$ cat config.mk
export PLATFORM = sky130hd
export DESIGN_NAME = matrix_stream_transposer
export DESIGN_NICKNAME = d
export VERILOG_FILES = /design/src/rtl/matrix_pkg.sv /design/src/rtl/mtx_idx_counter.sv /design/src/rtl/matrix_stream_transposer.sv
export SDC_FILE = /design/constraint.sdc
export NUM_CORES = 1
export LEC_CHECK = 0
export ABC_AREA = 1
export ABC_CLOCK_PERIOD_IN_PS = 2300
export BUFFER_PORTS_ARGS = -buffer_cell sky130_fd_sc_hd__buf_2
export CORE_ASPECT_RATIO = 0.7
export CORE_MARGIN = 4
export CORE_UTILIZATION = 46
export DETAILED_ROUTE_END_ITERATION = 7
export PLACE_DENSITY = 0.73
export SYNTH_ARGS = -nofsm -noshare
export SYNTH_HDL_FRONTEND = slang
export SYNTH_SLANG_ARGS = --single-unit
$ cat constraint.sdc
create_clock -name clk -period 2.3 [get_ports clk]
set_clock_uncertainty 0.15 [all_clocks]
set_input_delay 0.345 -clock clk [delete_from_list [all_inputs] [get_ports clk]]
set_output_delay 0.345 -clock clk [all_outputs]
set_load 0.02 [all_outputs]
$ cat src/rtl/matrix_pkg.sv
// Shared types and defaults for the streaming matrix transposer.
// Holds the FSM state enum, the default dimensions and the index-width helper.
package matrix_pkg;

    typedef enum logic {
        FILL  = 1'b0,
        DRAIN = 1'b1
    } mtx_xpose_state_t;

    localparam int MTX_N     = 3;
    localparam int MTX_D     = 4;
    localparam int MTX_WIDTH = 8;

    // Width of an index counting 0..range-1, never narrower than one bit.
    function automatic int idx_width(input int range);
        return (range > 1) ? $clog2(range) : 1;
    endfunction

endpackage

$ cat src/rtl/mtx_idx_counter.sv
// Two-level row/column wrap counter: col counts 0..COLS-1 and carries into row 0..ROWS-1.
// clr has priority over inc; last flags the final (ROWS-1, COLS-1) position.
module mtx_idx_counter
    import matrix_pkg::*;
#(
    parameter int  ROWS = 3,
    parameter int  COLS = 4,
    localparam int RW   = idx_width(ROWS),
    localparam int CW   = idx_width(COLS)
) (
    input  logic          clk,
    input  logic          reset,
    input  logic          inc,
    input  logic          clr,
    output logic [RW-1:0] row,
    output logic [CW-1:0] col,
    output logic          last
);

    logic row_end;
    logic col_end;

    assign row_end = (row == RW'(ROWS - 1));
    assign col_end = (col == CW'(COLS - 1));
    assign last    = row_end && col_end;

    always_ff @(posedge clk or negedge reset) begin
        if (!reset) begin
            row <= '0;
            col <= '0;
        end else if (clr) begin
            row <= '0;
            col <= '0;
        end else if (inc) begin
            if (col_end) begin
                col <= '0;
                row <= row_end ? '0 : row + 1'b1;
            end else begin
                col <= col + 1'b1;
            end
        end
    end

endmodule

$ cat src/rtl/matrix_stream_transposer.sv
// Buffers an N x D row-major element stream and replays it as the D x N transpose.
// Optional MTX_ROW_LAST_EN adds out_row_last marking the last element of each output row.
module matrix_stream_transposer
    import matrix_pkg::*;
#(
    parameter int N     = MTX_N,
    parameter int D     = MTX_D,
    parameter int WIDTH = MTX_WIDTH
) (
    input  logic             clk,
    input  logic             reset,
    input  logic             flush,
    input  logic             in_valid,
    output logic             in_ready,
    input  logic [WIDTH-1:0] in_data,
    output logic             out_valid,
    input  logic             out_ready,
    output logic [WIDTH-1:0] out_data,
    output logic             done
`ifdef MTX_ROW_LAST_EN
    ,
    output logic             out_row_last
`endif
);

    localparam int NW = idx_width(N);
    localparam int DW = idx_width(D);

    mtx_xpose_state_t state;

    logic [WIDTH-1:0] mem [N][D];

    logic [NW-1:0] wr_r;
    logic [DW-1:0] wr_c;
    logic          wr_last;
    logic [DW-1:0] rd_r;
    logic [NW-1:0] rd_c;
    logic          rd_last;

    logic wr_inc;
    logic rd_inc;

    // A flush in the same cycle as a handshake swallows that handshake.
    assign wr_inc = in_valid && in_ready && !flush;
    assign rd_inc = out_valid && out_ready && !flush;

    mtx_idx_counter #(
        .ROWS (N),
        .COLS (D)
    ) u_wr_idx (
        .clk   (clk),
        .reset (reset),
        .inc   (wr_inc),
        .clr   (flush),
        .row   (wr_r),
        .col   (wr_c),
        .last  (wr_last)
    );

    mtx_idx_counter #(
        .ROWS (D),
        .COLS (N)
    ) u_rd_idx (
        .clk   (clk),
        .reset (reset),
        .inc   (rd_inc),
        .clr   (flush),
        .row   (rd_r),
        .col   (rd_c),
        .last  (rd_last)
    );

    always_ff @(posedge clk) begin
        if (wr_inc) begin
            mem[wr_r][wr_c] <= in_data;
        end
    end

    assign out_data = mem[rd_c][rd_r];

`ifdef MTX_ROW_LAST_EN
    assign out_row_last = out_valid && (rd_c == NW'(N - 1));
`endif

    always_ff @(posedge clk or negedge reset) begin
        if (!reset) begin
            state     <= FILL;
            in_ready  <= 1'b1;
            out_valid <= 1'b0;
            done      <= 1'b0;
        end else if (flush) begin
            state     <= FILL;
            in_ready  <= 1'b1;
            out_valid <= 1'b0;
            done      <= 1'b0;
        end else begin
            done <= 1'b0;
            case (state)
                FILL: begin
                    if (wr_inc && wr_last) begin
                        state     <= DRAIN;
                        in_ready  <= 1'b0;
                        out_valid <= 1'b1;
                    end
                end
                DRAIN: begin
                    if (rd_inc && rd_last) begin
                        state     <= FILL;
                        in_ready  <= 1'b1;
                        out_valid <= 1'b0;
                        done      <= 1'b1;
                    end
                end
                default: begin
                    state     <= FILL;
                    in_ready  <= 1'b1;
                    out_valid <= 1'b0;
                end
            endcase
        end
    end

endmodule

==> flow_summary.ini, run 1 <==
[outcome]
run_status = complete, but fails checks
violations = negative setup slack

[clock_network]
cts_buffers = 9
cts.sinks = 108
cts_root_buffer = clkbuf_16
cts.clk_slew.worst_paths_ns = 0.07
worst_skew_pair.late_latency_ns = 0.34
cts.htree.levels = 3
cts_tree = built
cts.path.max_buffers = 2

[layout]
final_cell_area_mm2 = 0.00534
antenna_cells = 0
layout.nets = 432
final_cell_mix = 96 x edfxtp_1, 73 x nand2_1, 54 x nand3_1, 33 x a21oi_1, 32 x buf_4
n_fill_cell = 708
drive_gt1_frac = 0.261
syn_to_final_growth_pct = 21.3
layout_commonest_cell = edfxtp_1
fin_util = 0.582
final_cells = 542

[placed_design]
place_ws_ns = 0.217
place_inst = 503
place_congestion = 0.827
io_buffers = 23
placed_cell_area_mm2 = 0.00471
hpwlAfterDp_mm = 6.50

[critical_path]
path_delay_family = simple AND/OR/NAND/NOR gates
end_kind = primary output
cp_data_arrival_time_ns = 1.82
crit_chain = buf_12 -> nor2_4 -> buf_4 -> nand2_1 -> nand3_2 -> nand3_2 -> nand2_1 -> buf_4
critPathLaunchType = flip-flop
critPathMaxFanout = 6
slowest_delay_ns = 0.46
crit_slowest_cell = dfrtp_2
worstPathRequired_ns = 1.80
crit_type = flip-flop to primary output
worst-path-buf-inv = 3

[sta]
worst_slack_ns = -0.0134
hold_viol_final = 0
fin_setup_tns_ns = -0.0134
relSlewSlack = 0.646
finalSetupViolations = 1
timing.final.crit_period_ns = 2.31
min_period_over_period = 1.01
clock.fmax_mhz = 432
worst_slew_pin_slew_ns = 0.531
fin_hold_ws_ns = 0.180
slew_viol_final = 0
rsz0062_at_grt = true

[grt]
globalRouteTotalUtil = 0.196
overflow = 0
grt_max_degree = 38
grt_pass1_vias = 2895
antenna_found_initial = 0
grt_pass1_wl_mm = 16.5

[floorplanning]
fp.dieH_um = 89.9
num_rows = 29
die_area_mm2 = 0.0112
num_io_pins = 24
core_area_mm2 = 0.00918
die-width_um = 125
start_util = 0.480

[synthesis]
synth_top_area_cell = edfxtp_1
synth_area_mm2 = 0.00440
yosys-top-cells-area = edfxtp_1 65%, nand3_1 6.9%, nand2_1 6.5%, dfrtp_1 6.3%, a21oi_1 3.8%
syn_area_per_cell_um2 = 12.5
netlist.area_leader.share = 0.655
ys_seq_area_frac = 0.723
synth_cells = 352
yosysUniqueCellTypes = 22
syn-num-nets = 370
ys_seq_elements = 108
yosys_warnings = 0

[drt]
ant_nets = 0
num_vias = 3092
drc = 0
drtIter0Drc = 522
wl_per_cell_um = 21.1
viasPerCell = 5.70
drtPass1Iterations = 5
drt_wl_total_mm = 11.4

[power_and_ir_drop]
leakage_nw = 2.05
totalPowerFinal_mw = 3.73
power_density_mw_per_mm2 = 697
vdd_drop_max_uv = 380

[min_path]
hold_class = input pin to flip-flop

[run]
cap_violations = 0
[timing repair]
action / CTS / global route
buffers inserted: 6 / 9
pin swaps: 3 / 7
setup endpoints to repair: 8 / 8
gates cloned: 2 / 6
endpoints found under the hold margin: 12 / 0
hold buffers: 1 / 0
gates resized for setup: 3 / 24
[kinds of logic (layout without fill, tap and decap cells)]
group	after synthesis	in the layout	share of synthesized area
AND/OR/NAND/NOR	169	173	0.178
flip-flops	108	108	0.723
AO/OA/AOI/OAI	41	41	0.0466
buffers and inverters	29	91	0.0386
adder cells (fa/ha/maj)	5	5	0.0142
[worst reg2reg max path: stages, from the launching register on]
cell and delay, ns:
dfstp_2 0.54, nand2_1 0.10, nor2_4 0.17, nand3_1 0.11, inv_1 0.41
[area by class of cell]
class	count	area, um^2	area share
Sequential cell	108	3190	0.596
Clock buffer	9	225	0.0421
Multi-Input combinational cell	219	1130	0.212
Timing Repair Buffer	61	533	0.0997
Tap cell	124	155	0.0290
Inverter	15	62.6	0.0117
Clock inverter	6	48.8	0.00913
[per-layer routing]
layer,global-route usage,wire (um)
met5,0,0
met4,0.0442,223
met3,0.0592,1190
met2,0.300,5220
met1,0.278,4780
[cell usage after synthesis]
library cell  count
a21oi_1          33
buf_12            1
nand3_1          61
inv_1            12
o21ai_0           8
nand2_1          76
dfstp_2           1
clkinv_1          1
buf_2             8
nor2_4            1
or2_2             1
nor2_1           16
nand2_2          11
nor2_8            2
inv_2             1
dfrtp_1          11
buf_4             2
ha_1              5
buf_6             3
edfxtp_1         96
inv_6             1
nor3_1            1
[final timing paths]
kind | from | endpoint | slack [ns] | depth (start not counted)
setup / recovery | u_rd_idx.col[1] | out_data[7] | -0.01 | 8
hold / removal | in_data[1] | mem[0][1] | 0.18 | 1
setup reg to reg | in_ready | mem[0][1] | 0.46 | 4
hold reg to reg | u_wr_idx.row[0] | u_wr_idx.row[0] | 0.37 | 2
max in group asynchronous | reset | in_ready | 1.46 | 2
min in group asynchronous | reset | state | 0.26 | 2
[report_power, final]
group,internal (mW),total [mW],switching [mW]
combinational,0.0360,0.117,0.0808
sequential,2.15,2.16,0.00669
clock,0.743,1.45,0.707
total,2.93,3.73,0.794
[state kept, by name, indices dropped and copies added (netlist names)]
register and count:
in_ready 1, u_rd_idx.col 2, mem 96, out_valid 1
state 1, u_wr_idx.row 2, done 1, u_wr_idx.col 2
u_rd_idx.row 2
Note: power is estimated with default switching activity, not from simulation.
==> run 2, diff against run 1 <==
Settings changed: RECOVER_POWER from default to 100.
==> run 2 against run 1 <==
Compared with the run above:
- the flow still finishes with violations (negative setup slack)
- worst hold slack better by 0.023 ns
- clock power about the same
- final area down 0.35%
- critical path type unchanged
- largest power group unchanged
==> flow_summary.ini, run 2 (synthesized netlist as in run 1, its figures left out) <==
[outcome]
run_status = complete, but fails checks
violations = negative setup slack

[critical_path]
worstPathRequired_ns = 1.80
critPathMaxFanout = 6
crit_type = flip-flop to primary output
crit_slowest_cell = dfrtp_2
crit_chain = buf_12 -> nor2_4 -> buf_4 -> nand2_1 -> nand3_2 -> nand3_2 -> nand2_1 -> buf_4
r2r_setup_slack_ns = 0.26
critPathLaunchType = flip-flop
end_kind = primary output
r2r_cells = 4
cp_data_arrival_time_ns = 1.82
slowest_delay_ns = 0.46

[placed_design]
placed_cell_area_mm2 = 0.00471
hpwlAfterDp_mm = 6.50
place_ws_ns = 0.217
io_buffers = 23
place_inst = 503
place_congestion = 0.827

[clock_network]
cts_root_buffer = clkbuf_16
cts_tree = built
worst_skew_pair.late_latency_ns = 0.34
cts.htree.levels = 3
cts.clk_slew.worst_paths_ns = 0.07
cts.path.max_buffers = 2
cts.sinks = 108
cts_buffers = 9

[drt]
num_vias = 3090
ant_nets = 0
drtPass1Iterations = 5
wl_per_cell_um = 21.1
drt_wl_total_mm = 11.4
drtIter0Drc = 518
viasPerCell = 5.70
drc = 0

[min_path]
whs_path_depth = 4
hold_class = input pin to flip-flop

[power_and_ir_drop]
power_density_mw_per_mm2 = 698
leakage_nw = 2.02
vdd_drop_max_uv = 377

[layout]
drive_gt1_frac = 0.237
syn_to_final_growth_pct = 20.9
antenna_cells = 0
largest_reg_flops = 96
multiInputGateArea_mm2 = 0.00112
n_fill_cell = 706
fin_util = 0.580
layout_commonest_cell = edfxtp_1
final_cell_area_mm2 = 0.00533
seq_area_mm2 = 0.00319
final_cell_mix = 96 x edfxtp_1, 73 x nand2_1, 54 x nand3_1, 33 x a21oi_1, 32 x buf_4
final_cells = 542
layout.nets = 432
regMostFlops = mem

[grt]
grt_pass1_vias = 2895
overflow = 0
antenna_found_initial = 0
grt_max_degree = 38
globalRouteTotalUtil = 0.196
grt_pass1_wl_mm = 16.5

[sta]
worst_slack_ns = -0.0112
hold_viol_final = 0
slew_viol_final = 0
rsz0062_at_grt = true
min_period_over_period = 1.00
worst_slew_pin_slew_ns = 0.675
clock.fmax_mhz = 433
relSlewSlack = 0.550
fin_hold_ws_ns = 0.203
timing.final.crit_period_ns = 2.31
finalSetupViolations = 1

[floorplanning]
start_util = 0.480
core_area_mm2 = 0.00918
die-width_um = 125
num_rows = 29
fp.dieH_um = 89.9
die_area_mm2 = 0.0112
num_io_pins = 24

[run]
cap_violations = 0
==> run 2: power by group <==
group          internal (mW)  switching [mW]
sequential              2.15         0.00664
clock                  0.743           0.703
combinational         0.0331          0.0803
==> run 2: what timing repair did <==
action                                  CTS  global route
setup buffers                             6             9
cloned                                    2             6
endpoints found under the setup margin    8             8
endpoints found under the hold margin    12             0
hold buffers                              1             0
pin swaps                                 3             7
resized for setup                         3            24
==> run 2: layer usage <==
layer / up-vias / share of wire / global-route usage
li1: 1373 / - / -
met1: 1518 / 0.42 / 0.278
met2: 183 / 0.46 / 0.300
met3: 16 / 0.10 / 0.0592
met4: 0 / 0.016 / 0.0442
met5: - / 0 / 0
==> run 2: final timing paths <==
| path | from | endpoint |
|---|---|---|
| max | u_rd_idx.col[1] | out_data[7] |
| min | in_valid | u_wr_idx.col[1] |
| max reg2reg | in_ready | mem[0][6] |
| min reg2reg | u_wr_idx.row[0] | u_wr_idx.row[0] |
| max in group asynchronous | reset | u_rd_idx.col[1] |
| min in group asynchronous | reset | state |
==> run 2: cell type report <==
| class | instances | share of cell area |
|---|---|---|
| clock buffers | 9 | 0.0423 |
| clock inverters | 6 | 0.00916 |
| well taps | 124 | 0.0291 |
| repair buffers | 61 | 0.0980 |
| multi-input cells | 219 | 0.211 |
| inverters | 15 | 0.0117 |
| flip-flops and latches | 108 | 0.598 |
==> run 2: stage by stage <==
step	power, mW	TNS (ns)
final	3.72	-0.0112
after global placement	2.31	0
after CTS	3.73	-0.00671
after floorplan	2.25	0
after detailed placement	2.31	0
after global routing	3.85	-0.233
==> run 2: worst max-delay path: cells and delay by family, from the launching register on <==
family,cells,cell delay (ns)
buffers and inverters,3,0.46
flip-flops,1,0.46
AND/OR/NAND/NOR,5,0.54
